### config.mk
export PLATFORM = sky130hd
export DESIGN_NAME = button_debounce_bank
export DESIGN_NICKNAME = d
export VERILOG_FILES = /design/src/rtl/button_debounce_bank_pkg.sv /design/src/rtl/button_debounce_bank_channel.sv /design/src/rtl/button_debounce_bank.sv
export SDC_FILE = /design/constraint.sdc
export NUM_CORES = 1
export LEC_CHECK = 0
export CAP_MARGIN = 20
export CORE_MARGIN = 1.5
export CORE_UTILIZATION = 65
export CTS_BUF_LIST = sky130_fd_sc_hd__clkbuf_2 sky130_fd_sc_hd__clkbuf_4 sky130_fd_sc_hd__clkbuf_8
export DETAILED_ROUTE_END_ITERATION = 7
export PLACE_DENSITY = 0.83
export SYNTH_ARGS = -nofsm -noshare
export SYNTH_HDL_FRONTEND = slang
export SYNTH_SLANG_ARGS = --single-unit
### constraint.sdc
create_clock -name clk -period 2.9 [get_ports clk]
set_clock_uncertainty 0.05 [all_clocks]
set_input_delay 0.435 -clock clk [delete_from_list [all_inputs] [get_ports clk]]
set_output_delay 0.435 -clock clk [all_outputs]
set_load 0.05 [all_outputs]
### src/rtl/button_debounce_bank_pkg.sv
// Shared constants and sizing helpers for the push-button debounce bank.
package button_debounce_bank_pkg;

  // Board defaults for the 100 MHz clock: 1 ms debounce, 0.5 s hold, 0.1 s repeat.
  localparam int unsigned DEF_LIMIT        = 100_000;
  localparam int unsigned DEF_HOLD_LIMIT   = 50_000_000;
  localparam int unsigned DEF_REPEAT_LIMIT = 10_000_000;

  // Short values so simulation reaches every behaviour in a few hundred cycles.
  localparam int unsigned SIM_LIMIT        = 4;
  localparam int unsigned SIM_HOLD_LIMIT   = 10;
  localparam int unsigned SIM_REPEAT_LIMIT = 5;

  // Bits needed for a counter that runs 0 .. max_count-1 (never narrower than 1).
  function automatic int unsigned cnt_width(input int unsigned max_count);
    if (max_count < 2) return 1;
    return $clog2(max_count);
  endfunction

  function automatic int unsigned max_u(input int unsigned a, input int unsigned b);
    return (a > b) ? a : b;
  endfunction

endpackage

### src/rtl/button_debounce_bank_channel.sv
// One button channel: 2-flop synchroniser, symmetric debouncer, edge pulses, hold/repeat.
module debounce_channel
  import button_debounce_bank_pkg::*;
#(
  parameter int unsigned LIMIT        = DEF_LIMIT,
  parameter bit          ACTIVE_HIGH  = 1'b1,
  parameter int unsigned HOLD_LIMIT   = DEF_HOLD_LIMIT,
  parameter int unsigned REPEAT_LIMIT = DEF_REPEAT_LIMIT
) (
  input  logic clk,
  input  logic reset,
  input  logic button,
  output logic level,
  output logic press,
  output logic release_pulse,
  output logic repeat_pulse
);

  localparam int unsigned CW = cnt_width(LIMIT);

  logic          sync1;
  logic          sync2;
  logic          norm_c;
  logic          accept_c;
  logic [CW-1:0] cnt;

  // Two-flop synchroniser for the asynchronous raw input.
  always_ff @(posedge clk or negedge reset) begin
    if (!reset) begin
      sync1 <= 1'b0;
      sync2 <= 1'b0;
    end else begin
      sync1 <= button;
      sync2 <= sync1;
    end
  end

  // Polarity is folded in after synchronisation so norm is always 1 = pressed.
  assign norm_c   = sync2 ^ !ACTIVE_HIGH;
  assign accept_c = (norm_c != level) && (cnt == CW'(LIMIT - 1));

  // Debounce counter: any sample agreeing with level restarts the count.
  always_ff @(posedge clk or negedge reset) begin
    if (!reset) begin
      cnt   <= '0;
      level <= 1'b0;
    end else if (norm_c == level) begin
      cnt <= '0;
    end else if (accept_c) begin
      cnt   <= '0;
      level <= norm_c;
    end else begin
      cnt <= cnt + CW'(1);
    end
  end

  // Press/release pulses issued on the same edge that level changes.
  always_ff @(posedge clk or negedge reset) begin
    if (!reset) begin
      press         <= 1'b0;
      release_pulse <= 1'b0;
    end else begin
      press         <= accept_c & norm_c;
      release_pulse <= accept_c & ~norm_c;
    end
  end

  if (HOLD_LIMIT > 0) begin : g_hold
    localparam int unsigned HW = cnt_width(max_u(HOLD_LIMIT, REPEAT_LIMIT));

    logic [HW-1:0] hold_cnt;
    logic          rep_phase;
    logic          fall_c;

    // Level is about to drop this edge: suppress any repeat and clear at once.
    assign fall_c = accept_c & level;

    // Hold/repeat timer: first pulse after HOLD_LIMIT, then every REPEAT_LIMIT.
    always_ff @(posedge clk or negedge reset) begin
      if (!reset) begin
        hold_cnt     <= '0;
        rep_phase    <= 1'b0;
        repeat_pulse <= 1'b0;
      end else if (!level || fall_c) begin
        hold_cnt     <= '0;
        rep_phase    <= 1'b0;
        repeat_pulse <= 1'b0;
      end else if (!rep_phase && (hold_cnt == HW'(HOLD_LIMIT - 1))) begin
        hold_cnt     <= '0;
        rep_phase    <= 1'b1;
        repeat_pulse <= 1'b1;
      end else if (rep_phase && (hold_cnt == HW'(REPEAT_LIMIT - 1))) begin
        hold_cnt     <= '0;
        repeat_pulse <= 1'b1;
      end else begin
        hold_cnt     <= hold_cnt + HW'(1);
        repeat_pulse <= 1'b0;
      end
    end
  end else begin : g_no_hold
    assign repeat_pulse = 1'b0;
  end

endmodule

### src/rtl/button_debounce_bank.sv
// Bank of independent debounced push-button channels with a combined press flag.
module button_debounce_bank
  import button_debounce_bank_pkg::*;
#(
  parameter int unsigned CHANNELS     = 5,
  parameter int unsigned LIMIT        = DEF_LIMIT,
  parameter bit          ACTIVE_HIGH  = 1'b1,
  parameter int unsigned HOLD_LIMIT   = DEF_HOLD_LIMIT,
  parameter int unsigned REPEAT_LIMIT = DEF_REPEAT_LIMIT
) (
  input  logic                clk,
  input  logic                reset,
  input  logic [CHANNELS-1:0] button,
  output logic [CHANNELS-1:0] level,
  output logic [CHANNELS-1:0] press,
  output logic [CHANNELS-1:0] release_pulse,
  output logic [CHANNELS-1:0] repeat_pulse,
  output logic                any_press
);

  for (genvar i = 0; i < int'(CHANNELS); i++) begin : g_chan
    debounce_channel #(
      .LIMIT        (LIMIT),
      .ACTIVE_HIGH  (ACTIVE_HIGH),
      .HOLD_LIMIT   (HOLD_LIMIT),
      .REPEAT_LIMIT (REPEAT_LIMIT)
    ) u_chan (
      .clk           (clk),
      .reset         (reset),
      .button        (button[i]),
      .level         (level[i]),
      .press         (press[i]),
      .release_pulse (release_pulse[i]),
      .repeat_pulse  (repeat_pulse[i])
    );
  end

  // One-cycle-delayed OR of all press pulses for the harness control logic.
  always_ff @(posedge clk or negedge reset) begin
    if (!reset) begin
      any_press <= 1'b0;
    end else begin
      any_press <= |press;
    end
  end

endmodule

=== Yosys cells after proc, flatten, opt, wreduce, memory -nomap -nowiden ===
Index checks and enable logic that the tools add are counted.

* Add/sub/neg operators: 10
* Multiply operators: 0
* Div/mod/pow operators: 0
* Magnitude comparators: 0
* Equal/unequal tests: 25
* Shift operators: 0
* Muxes and demuxes: 50
* Bitwise operators: 25
* Reductions and logical operators: 41

{| class="wikitable"
|+ Operators by type and width
! cell !! count
|-
| two-way mux 26 bit || 15
|-
| two-way mux 17 bit || 10
|-
| adder 26 x 1 -> 26 bit (second input constant) || 5
|-
| equality test 26 x 24 -> 1 bit (second input constant) || 5
|-
| equality test 26 bit (second input constant) || 5
|-
| adder 17 x 1 -> 17 bit (second input constant) || 5
|-
| equality test 17 bit (second input constant) || 5
|-
| two-way mux 1 bit || 25
|-
| bitwise AND 1 bit || 15
|-
| logical AND 1 bit || 15
|-
| logical NOT 1 bit || 10
|-
| inverter 1 bit || 10
|-
| AND reduction 2 bit || 5
|-
| nonzero test 2 bit || 5
|-
| equality test 1 bit || 5
|-
| logical OR 1 bit || 5
|-
| != test 1 bit || 5
|-
| OR reduction 5 bit || 1
|}

* Bits in registers: 251
* Bits in latches: 0
* Bits in writable memories: 0
* Memory bits (read-only): 0
* Word-level logic and storage cells: 197
* Memories kept: 0

=== Logic depth before layout (Yosys ltp) ===
Gate-level depths: netlist of run 1.

* Depth in word-level cells: 5
* Depth in mapped cells: 8

=== Modules after synthesis ===
Synthesis of run 1 repeated with hierarchy kept, for this count alone.

* Cells, all modules: 1,262
* Area total of the unflattened synthesis: 13,088.8 um2

{| class="wikitable"
|+ By module, submodules not included
! module !! instances !! cells an instance !! area each (um2) !! sequential area each (um2)
|-
| debounce_channel at g_chan[0].u_chan ... || 4 || 251 || 2,618.8 || 1,251.2
|-
| debounce_channel at g_chan[1].u_chan || 1 || 254 || 2,576.2 || 1,251.2
|-
| button_debounce_bank || 1 || 4 || 37.5 || 25.0
|}

=== Least setup slack after synthesis of run 1 ===
Ideal clock, no wire load.

* Path type: register -> register
* From: register g_chan[1].u_chan.cnt[5]
* To: register g_chan[1].u_chan.g_hold.hold_cnt[1]
* Arrival: 2.094 ns
* Data required time: 2.695 ns
* Path slack: 0.600 ns
* Stages on the path, launching flop included: 7
* Path buffers: 2
* Path through: dfrtp_1 > or4b_1 > or4b_4 > o31ai_4 > buf_6 > buf_6 > nor3b_1

* Cells in the longest elaborated chain, start to end: 5

{| class="wikitable"
|+ Ends and longest elaborated chain
! item !! line !! source
|-
| start, declared || button_debounce_bank_channel.sv:25 || <nowiki>logic [CW-1:0] cnt;</nowiki>
|-
| start signal, assigned || button_debounce_bank_channel.sv:53 || <nowiki>cnt <= cnt + CW'(1);</nowiki>
|-
| equality test 17 bit || button_debounce_bank_channel.sv:40 || <nowiki>assign accept_c = (norm_c != level) && (cnt == CW'(LIMIT - 1));</nowiki>
|-
| logical AND 1 bit || button_debounce_bank_channel.sv:40 ||
|-
| bitwise AND 1 bit || button_debounce_bank_channel.sv:76 || <nowiki>assign fall_c = accept_c & level;</nowiki>
|-
| logical OR 1 bit || button_debounce_bank_channel.sv:84 || <nowiki>end else if (!level || fall_c) begin</nowiki>
|-
| two-way mux 26 bit || button_debounce_bank_channel.sv:84 ||
|-
| end signal, assigned || button_debounce_bank_channel.sv:96 || <nowiki>hold_cnt <= hold_cnt + HW'(1);</nowiki>
|-
| end, declared || button_debounce_bank_channel.sv:71 || <nowiki>logic [HW-1:0] hold_cnt;</nowiki>
|}

Every way passes these cells.
A chain may end at the register's enable or synchronous reset.

=== Worst setup path after layout of run 1 ===
* From: register g_chan[1].u_chan.cnt[5]
* To: register g_chan[1].u_chan.cnt[12]

* Cells in the longest elaborated chain, start to end: 4

{| class="wikitable"
|+ Ends and longest elaborated chain
! item !! line !! source
|-
| branches (longest 2 deep; another with adder 17 x 1 -> 17 bit) || n/a ||
|-
| two-way mux 17 bit * || button_debounce_bank_channel.sv:49 || <nowiki>end else if (accept_c) begin</nowiki>
|-
| two-way mux 17 bit * || button_debounce_bank_channel.sv:47 || <nowiki>end else if (norm_c == level) begin</nowiki>
|}

Mark *: on every way between the ends.

==> results.toml, run 1 <==
[finish]
nets = 1335
layout-drive-gt1-share_pct = 9.96
area_growth_pct = 11.1
layout_common_cells = "dfrtp_1, nor2_1, nor3_1, nand3_1, nand4_1"
antenna_cells = 0
final_common_cell = "dfrtp_1"
nFillCells = 1385

[synthesis]
synth-edff-count = 0
synth.area.top_cells = "dfrtp_1, xnor2_1, xor2_1"
syn_area_sq_um = 12900
synth_largest_area_cell = "dfrtp_1"
syn_inst = 1292
ys_warn_count = 0
synth-seq-cells = 251
synth_top_area_share_pct = 48.7
synth_cell_type_count = 54
syn_nets = 1314
ys.flop_type = "dfrtp_1"
syn_area_per_cell_sq_um = 9.99
ys_seq_area_share_pct = 48.7
synthArstFlopShare_pct = 100

[clocking]
clk_transition_reported_paths_ps = 60
htree_levels = 2
cts_buffers = 41
postCtsSetupRepairBufs = 0
clockBufferDepth = 3
clock-root-buffer = "clkbuf_8"
cts_sinks = 251
cts_tree = "built"
clk_latency_ps = 560

[floorplanning]
initial_core_util_pct = 66.3
die_w_um = 144
die_height_um = 144
die-area_sq_um = 20700
pin_count = 28
num_rows = 51
fp.coreArea_sq_um = 19500

[worst_setup_path]
slowest_delay_ps = 590
rr_worst_depth = 4
crit_required_ps = 3250
cp_slowest_cell = "o31ai_4"
cp_max_fo = 14
timing.rr.start = "g_chan[1].u_chan.cnt[5]"
r2r_setup_slack_ps = 450
worstSetupPathType = "reg2reg"
crit_family = "simple AND/OR/NAND/NOR gates"
cp_data_arrival_time_ps = 2800
cp.buffers_inverters = 0
reg2reg_to = "g_chan[1].u_chan.cnt[12]"
crit_path_end_kind = "register"
crit_chain = "or4b_1 -> or4b_4 -> o31ai_4 -> nor2_1"
startpoint_type = "register"

[drt]
drcViolationCount = 0
dr.pass1.iters = 5
vias_per_cell = 6.34
vias = 10215
wl_per_cell_um = 16.5
ant_nets = 0
wl_mm = 26.6
first_iter_violations = 569

[hold_path]
hold_end = "g_chan[1].u_chan.sync1"
hp-class = "in2reg"
min_from = "button[1]"
whs_path_depth = 1

[grt]
gr-total-overflow = 0
grtUsageTotal_pct = 27.3
grt_first_pass_wirelength_mm = 46.8
antenna_found_initial = 0
grt_pass1_vias = 10078
grt_max_degree = 74

[power_and_ir_drop]
p_leak_nw = 5.38
total_power_w = 0.00704
worst_ir_drop_vdd_mv = 0.412
power.density_nw_per_um2 = 491

[placed_design]
port_buffers = 27
gp_congestion = 0.882
hpwl_mm = 17.4

[timing]
relSlewSlack_pct = 58.8
setup_tns_ps = 0
grt_setup_unrepaired = "false"
slew_viol_final = 0
period_minus_slack_ps = 2450
finalHoldViolations = 0
setup_viol = 0
fin_crit_sh_pct = 84.5
worst_pin_slew_ps = 616
max_freq_ghz = 0.408

[flow_run]
cap_violations = 0

[status]
status = "completed"
[worst reg2reg max path: stages (launching register included)]
cell and delay (ps):
dfrtp_1 440, or4b_1 540, or4b_4 580, o31ai_4 590
nor2_1 120
[area by class of cell]
cell class / instances / area [sq um] / share of cell area, %
sequential: 251 / 6280 / 43.8
clock buffer: 64 / 825 / 5.75
timing repair buffer: 53 / 523 / 3.65
tap: 265 / 332 / 2.31
clock inverter: 11 / 91.3 / 0.637
multi-input combinational: 935 / 6170 / 43.0
inverter: 31 / 116 / 0.812
[how the worst max path moves through the flow]
stage	from	slack [ps]	to	cells after the start
after floorplan	g_chan[1].u_chan.cnt[5]	600	g_chan[1].u_chan.g_hold.hold_cnt[1]	6
after global placement	g_chan[1].u_chan.cnt[5]	480	g_chan[1].u_chan.cnt[14]	4
after detailed placement	g_chan[1].u_chan.cnt[5]	440	g_chan[1].u_chan.cnt[12]	4
after CTS	g_chan[1].u_chan.cnt[5]	430	g_chan[1].u_chan.cnt[12]	4
after global routing	g_chan[1].u_chan.cnt[5]	340	g_chan[1].u_chan.cnt[13]	4
final	g_chan[1].u_chan.cnt[5]	450	g_chan[1].u_chan.cnt[12]	4
[cells in the mapped netlist, types with 38 or more instances]
cell / instances
nand4_1: 78
xor2_1: 66
nand2_1: 59
o31ai_1: 48
or4_1: 58
xnor2_1: 67
clkbuf_1: 38
dfrtp_1: 251
nand3_1: 81
nor3_1: 86
nor2_1: 99
a211oi_1: 61
[metal layers]
| metal | share of wire (%) | routed length (um) | global-route usage, % |
|---|---|---|---|
| met5 | 0 | 0 | 0 |
| met4 | 2.9 | 775 | 11.4 |
| met3 | 4.6 | 1240 | 4.93 |
| met2 | 48 | 12700 | 43.7 |
| met1 | 45 | 11900 | 36.8 |
[per-stage QoR]
stage	instance area [sq um]	util [%]	cells	hold WS, ps	worst slack, ps
CTS	14300	73.7	1610	238	428
global route	14300	73.7	1610	270	339
floorplan	12900	-	1292	89.4	600
detailed placement	13400	68.9	1534	288	440
global placement	13400	68.9	1534	282	485
finish	14300	73.7	1610	266	449
[what timing repair did]
action | in CTS | in global routing
hold buffers | 1 | 0
hold endpoints to repair | 68 | 0
gates resized for setup | 0 | 0
[sequential cells by signal, indices dropped and copies added (netlist names)]
name	flops
g_chan.u_chan.sync1	5
any_press	1
g_chan.u_chan.g_hold.rep_phase	5
g_chan.u_chan.norm_c	5
g_chan.u_chan.release_pulse	5
g_chan.u_chan.press	5
g_chan.u_chan.level	5
g_chan.u_chan.g_hold.hold_cnt	130
g_chan.u_chan.repeat_pulse	5
g_chan.u_chan.cnt	85
[report_power, final]
part / total, W / switching [W] / internal [W] / leakage (nW)
sequential: 0.00355 / 0.0000257 / 0.00353 / 3.47
clock: 0.00333 / 0.00142 / 0.00191 / 0.485
combinational: 0.000153 / 0.000108 / 0.0000452 / 1.42
[cells by family (layout without fill, tap and decap cells)]
family                   Yosys count  in the layout  share of synthesized area, %
buffers and inverters            106            159                          3.93
adder cells (fa/ha/maj)           15             15                          1.45
XOR/XNOR                         133            133                          9.02
AO/OA/AOI/OAI                    158            158                          8.95
flip-flops                       251            251                          48.7
AND/OR/NAND/NOR                  629            629                          28.0
Note: power is estimated with default switching activity, not from simulation.
==> inputs of run 2 (changes only) <==
- clock period: 2.9 -> 2.3 ns (I/O delays scaled with it)
==> run 2 against run 1 <==
Against the previous run:
- first-iteration DRC count increased by 15%
- sequential share of layout area is 0.64 points lower
- clock power grew 23%
- routed wire length is 0.34% lower
- die area unchanged
- largest cell class unchanged
- critical path type unchanged
- count of clock-buffer cells in the layout rose by 4
==> results.toml, run 2 (synthesis gave the netlist of run 1 again) <==
[timing]
relSlewSlack_pct = 66.3
fin_crit_sh_pct = 98.3
setup_viol = 0
worst_pin_slew_ps = 504
period_minus_slack_ps = 2260
slew_viol_final = 0
timing.hold.ws_ps = 171
finalHoldViolations = 0
max_freq_ghz = 0.442
grt_setup_unrepaired = "true"

[worst_setup_path]
cp_slowest_cell = "or4b_4"
crit_family = "simple AND/OR/NAND/NOR gates"
crit_chain = "or4b_1 -> or4b_4 -> o31ai_4 -> buf_12 -> nor3_1"
slowest_delay_ps = 580
cp.buffers_inverters = 1
cp_max_fo = 29
crit_required_ps = 2660
worstSetupPathType = "reg2reg"
startpoint_type = "register"
crit_path_end_kind = "register"
r2r_setup_slack_ps = 40
cp_data_arrival_time_ps = 2620

[power_and_ir_drop]
pwr-share-comb_pct = 2.2
worst_ir_drop_vdd_mv = 0.538
p_switching_w = 0.00190
p_clk_share_pct = 46.7
seq_power_share_pct = 51.1
power.density_nw_per_um2 = 603
power.internal_w = 0.00687
p_leak_nw = 5.51
swShare_pct = 21.7

[drt]
vias = 10180
vias_per_cell = 6.24
wl_mm = 26.5
dr.pass1.iters = 5
ant_nets = 0
first_iter_violations = 654
drcViolationCount = 0
wl_per_cell_um = 16.2

[finish]
instances_no_fill = 1632
largest_reg_flops = 130
multi_input_area_sq_um = 6180
nets = 1362
area_growth_pct = 12.7
layout-drive-gt1-share_pct = 11.6
nFillCells = 1360
largest-register = "g_chan.u_chan.g_hold.hold_cnt"
layout_common_cells = "dfrtp_1, nor2_1, nor3_1, nand3_1, nand4_1"
fin_util_pct = 74.8
final_common_cell = "dfrtp_1"
register_area_sq_um = 6280
largest_registers = "g_chan.u_chan.g_hold.hold_cnt: 130 flops, g_chan.u_chan.cnt: 85 flops"
antenna_cells = 0

[floorplanning]
fp.coreArea_sq_um = 19500
pin_count = 28
num_rows = 51
initial_core_util_pct = 66.3
die_height_um = 144
die-area_sq_um = 20700
die_w_um = 144

[clocking]
clk_transition_reported_paths_ps = 60
cts_sinks = 251
cts_tree = "built"
cts_buffers = 42
clockBufferDepth = 3
clock-root-buffer = "clkbuf_8"
clk_latency_ps = 540
htree_levels = 2

[flow_run]
cap_violations = 0

[hold_path]
hp-class = "in2async"

[grt]
grt_pass1_vias = 9816
antenna_found_initial = 0
gr-total-overflow = 0
grt_max_degree = 79
grtUsageTotal_pct = 26.7
grt_first_pass_wirelength_mm = 45.7

[status]
status = "completed"

[placed_design]
port_buffers = 27
dp.cells = 1559
hpwl_mm = 17.6
gp_congestion = 0.885
run 2: timing repair:
action                                  in CTS  in global routing
hold buffers                                 1                  0
gates resized for setup                      0                  3
buffers inserted                             0                  1
endpoints found under the hold margin      251                  0
endpoints found under the setup margin       0                 11
run 2: final cells by class:
type | count | area share [%]
sequential | 251 | 43.2
clock inverter | 3 | 0.120
inverter | 31 | 0.800
timing repair buffer | 79 | 5.19
tap | 265 | 2.28
clock buffer | 68 | 5.96
multi-input combinational | 935 | 42.5
run 2: metal layers:
metal  part of all wire (%)  vias up  global-route usage (%)
met3                    4.1       60                    4.00
met4                    2.4        0                    9.40
met1                     45     4988                    36.3
met5                      0        -                       0
met2                     48      209                    43.7
li1                       -     4923                       -
run 2: per-stage QoR:
step	area, sq um	TNS [ps]	power (W)	setup WS (ps)
3_3_place_gp	13600	0	0.00475	71.4
5_1_grt	14600	-103	0.00909	-19.2
2_1_floorplan	12900	0	0.00462	0.458
3_5_place_dp	13600	0	0.00476	45.9
4_1_cts	14500	0	0.00888	39.6
6_report	14600	0	0.00877	39.1
run 2: power by group through the flow:
stage | combinational [W] | sequential [W] | clock (W)
6_report | 0.000195 | 0.00448 | 0.00410
5_1_grt | 0.000227 | 0.00448 | 0.00438
4_1_cts | 0.000202 | 0.00448 | 0.00420
3_5_place_dp | 0.000199 | 0.00456 | 0
3_3_place_gp | 0.000194 | 0.00456 | 0
2_1_floorplan | 0.0000642 | 0.00455 | 0
run 2: path summary, 6_finish.rpt:
path / startpoint / end / cells after the start
setup / recovery: g_chan[1].u_chan.cnt[5] / g_chan[1].u_chan.g_hold.hold_cnt[6] / 5
hold / removal: reset / g_chan[4].u_chan.g_hold.hold_cnt[21] / 2
setup reg to reg: g_chan[1].u_chan.cnt[5] / g_chan[1].u_chan.g_hold.hold_cnt[6] / 5
hold reg to reg: g_chan[3].u_chan.sync1 / g_chan[3].u_chan.norm_c / 0
max in group asynchronous: reset / g_chan[3].u_chan.cnt[2] / 3
min in group clk: button[1] / g_chan[1].u_chan.sync1 / 1
==> patch: new RTL, config.mk and constraints of run 2 <==
`ACTIVE_HIGH` is set to 1'b1 in 2 places; all go to 1'b0.
--- a/src/rtl/button_debounce_bank_channel.sv
+++ b/src/rtl/button_debounce_bank_channel.sv
@@ -4,5 +4,5 @@
 #(
   parameter int unsigned LIMIT        = DEF_LIMIT,
-  parameter bit          ACTIVE_HIGH  = 1'b1,
+  parameter bit          ACTIVE_HIGH  = 1'b0,
   parameter int unsigned HOLD_LIMIT   = DEF_HOLD_LIMIT,
   parameter int unsigned REPEAT_LIMIT = DEF_REPEAT_LIMIT
--- a/src/rtl/button_debounce_bank.sv
+++ b/src/rtl/button_debounce_bank.sv
@@ -5,5 +5,5 @@
   parameter int unsigned CHANNELS     = 5,
   parameter int unsigned LIMIT        = DEF_LIMIT,
-  parameter bit          ACTIVE_HIGH  = 1'b1,
+  parameter bit          ACTIVE_HIGH  = 1'b0,
   parameter int unsigned HOLD_LIMIT   = DEF_HOLD_LIMIT,
   parameter int unsigned REPEAT_LIMIT = DEF_REPEAT_LIMIT
Formal check against the unedited RTL: same outputs for any inputs over 10 cycles, from zero or initial values and one cycle with reset low; that may be too few to reach the edited logic, so the function may still have changed.
==> patch against run 2 <==
Cell area barely moved; global-route usage rose by 1.0 points; via count rose by 1.4%; synthesized area fell by 0.35%; power rose by 1.9%; hold slack improved by 21 ps; routed wire length rose by 3.4%; sequential cell count did not move; count of clock-buffer cells in the layout fell by 2; worst setup slack improved by 33 ps; critical endpoint is now g_chan[1].u_chan.g_hold.hold_cnt[19]; largest cell class unchanged.
==> patch: results (changes against run 2) <==
status - completed
number of library cell types mapped by synthesis - 50 (-7.4%)
hold crit path type - input pin to flip-flop
layout cell share with drive strength beyond 1 - 0.1109 (-0.004634)
DRT iter0 DRCs - 686 (+4.9%)
P_sw - 1.942 mW (+2.2%)
CP peak stage delay - 550 ps (-30 ps)
antenna violations before repair - 0 (unchanged)
GRT Util Overall - 0.2773 (+0.01023)
first-pass GRT wire length - 47150 µm (+3.2%)
dpl ws - 74.64 ps (+28.74 ps)
Hold Path Stages - 1
met2 usage - 0.4524 (+0.01501)
Top FF cell, synth - dfrtp_1
R2R Setup Slk - 70 ps (+30 ps)
cts bufs inserted - 41 (-2.4%)
Final Power - 8.942 mW (+1.9%)
CP endpoint kind - flip-flop
final core utilization - 0.7475 (about the same)
wire length on met1 - 12280 µm (+2.4%)
routed vias/inst - 6.351 (+1.8%)
via count - 10326 (+1.4%)
Area contributors post-synth - dfrtp_1, xor2_1, xnor2_1
DRT Pass-1 Iters - 5 (unchanged)
Flop pwr share - 0.501 (-0.010)
largest net degree at the start of global routing - 61 (-23%)
GR Layer Usage met3 - 0.05098 (+0.01100)
peak supply drop - 0.0006237 V (+16%)
synth cell count leaders - dfrtp_1, nor2_1, nand3_1, nor3_1, nand4_1
wire per inst - 16.83 µm (+3.7%)
Leak - 5.544 nW (+0.68%)
root buf cell - clkbuf_8
routed wl met3 - 1131 µm (+4.8%)
Final nets - 1351 (-0.81%)
hold_ws - 192.6 ps (+21.27 ps)
top flop regs - g_chan.u_chan.g_hold.hold_cnt x130, g_chan.u_chan.cnt x85
Routed met2 length - 13290 µm (+4.0%)
antenna cells - 0 (unchanged)
placed cells - 1549 (-0.64%)
worst r2r dst - g_chan[1].u_chan.g_hold.hold_cnt[19]
CP Data Arrival Time - 2590 ps (-30 ps)
met1 usage - 0.3742 (+0.01067)
routability cong. - 0.8788 (-0.71%)
minimum clock period - 2228 ps (-32.81 ps)
fill cell count - 1361 (+0.074%)
Worst Max-Slew Pin Slew - 510.4 ps (+6.221 ps)
clock power share - 0.477 (+0.010)
vias in the first global route - 10134 (+3.2%)
Syn Inst Count - 1290 (-0.15%)
Placed Area - 13570 µm² (-0.47%)
worst hold path endpoint - g_chan[0].u_chan.sync1
CP delay by family, top - simple AND/OR/NAND/NOR gates
Top Layer Used - met4
critical path peak fanout - 29 (unchanged)
Critical path origin - g_chan[1].u_chan.cnt[14]
detailed placement HPWL - 17930 µm (+2.0%)
H-tree depth - 2 (unchanged)
Seq/Total Area, Yosys - 0.4883 (+0.001704)
[patch: what timing repair did]
item	in CTS	in global routing
hold buffers	1	0
setup buffers	0	1
setup endpoints to repair	0	30
hold endpoints to repair	56	0
resized for setup	0	5
[patch: layout make-up]
cell class,instances,share of cell area
clock buffer,66,0.05943
clock inverter,9,0.004988
inverter,34,0.008773
multi-input combinational,930,0.4224
sequential,251,0.4318
tap,265,0.02279
timing repair buffer,71,0.04988
[patch: worst register-to-register path: cells and delay by family, from the launching register on]
kind                   cells  cell delay (ps)
flip-flops                 1              410
buffers and inverters      1              220
AND/OR/NAND/NOR            2             1020
AO/OA/AOI/OAI              2              400
[patch: cells by family (layout without fill, tap and decap cells)]
kind of cell    count (synthesis)  in the layout  share of synthesized area
buf+inv                       109            180                    0.03949
flops                         251            251                     0.4883
compound gates                158            158                    0.09008
simple gates                  624            624                     0.2769
xor+xnor                      133            133                    0.09056
fa+ha+maj                      15             15                    0.01459
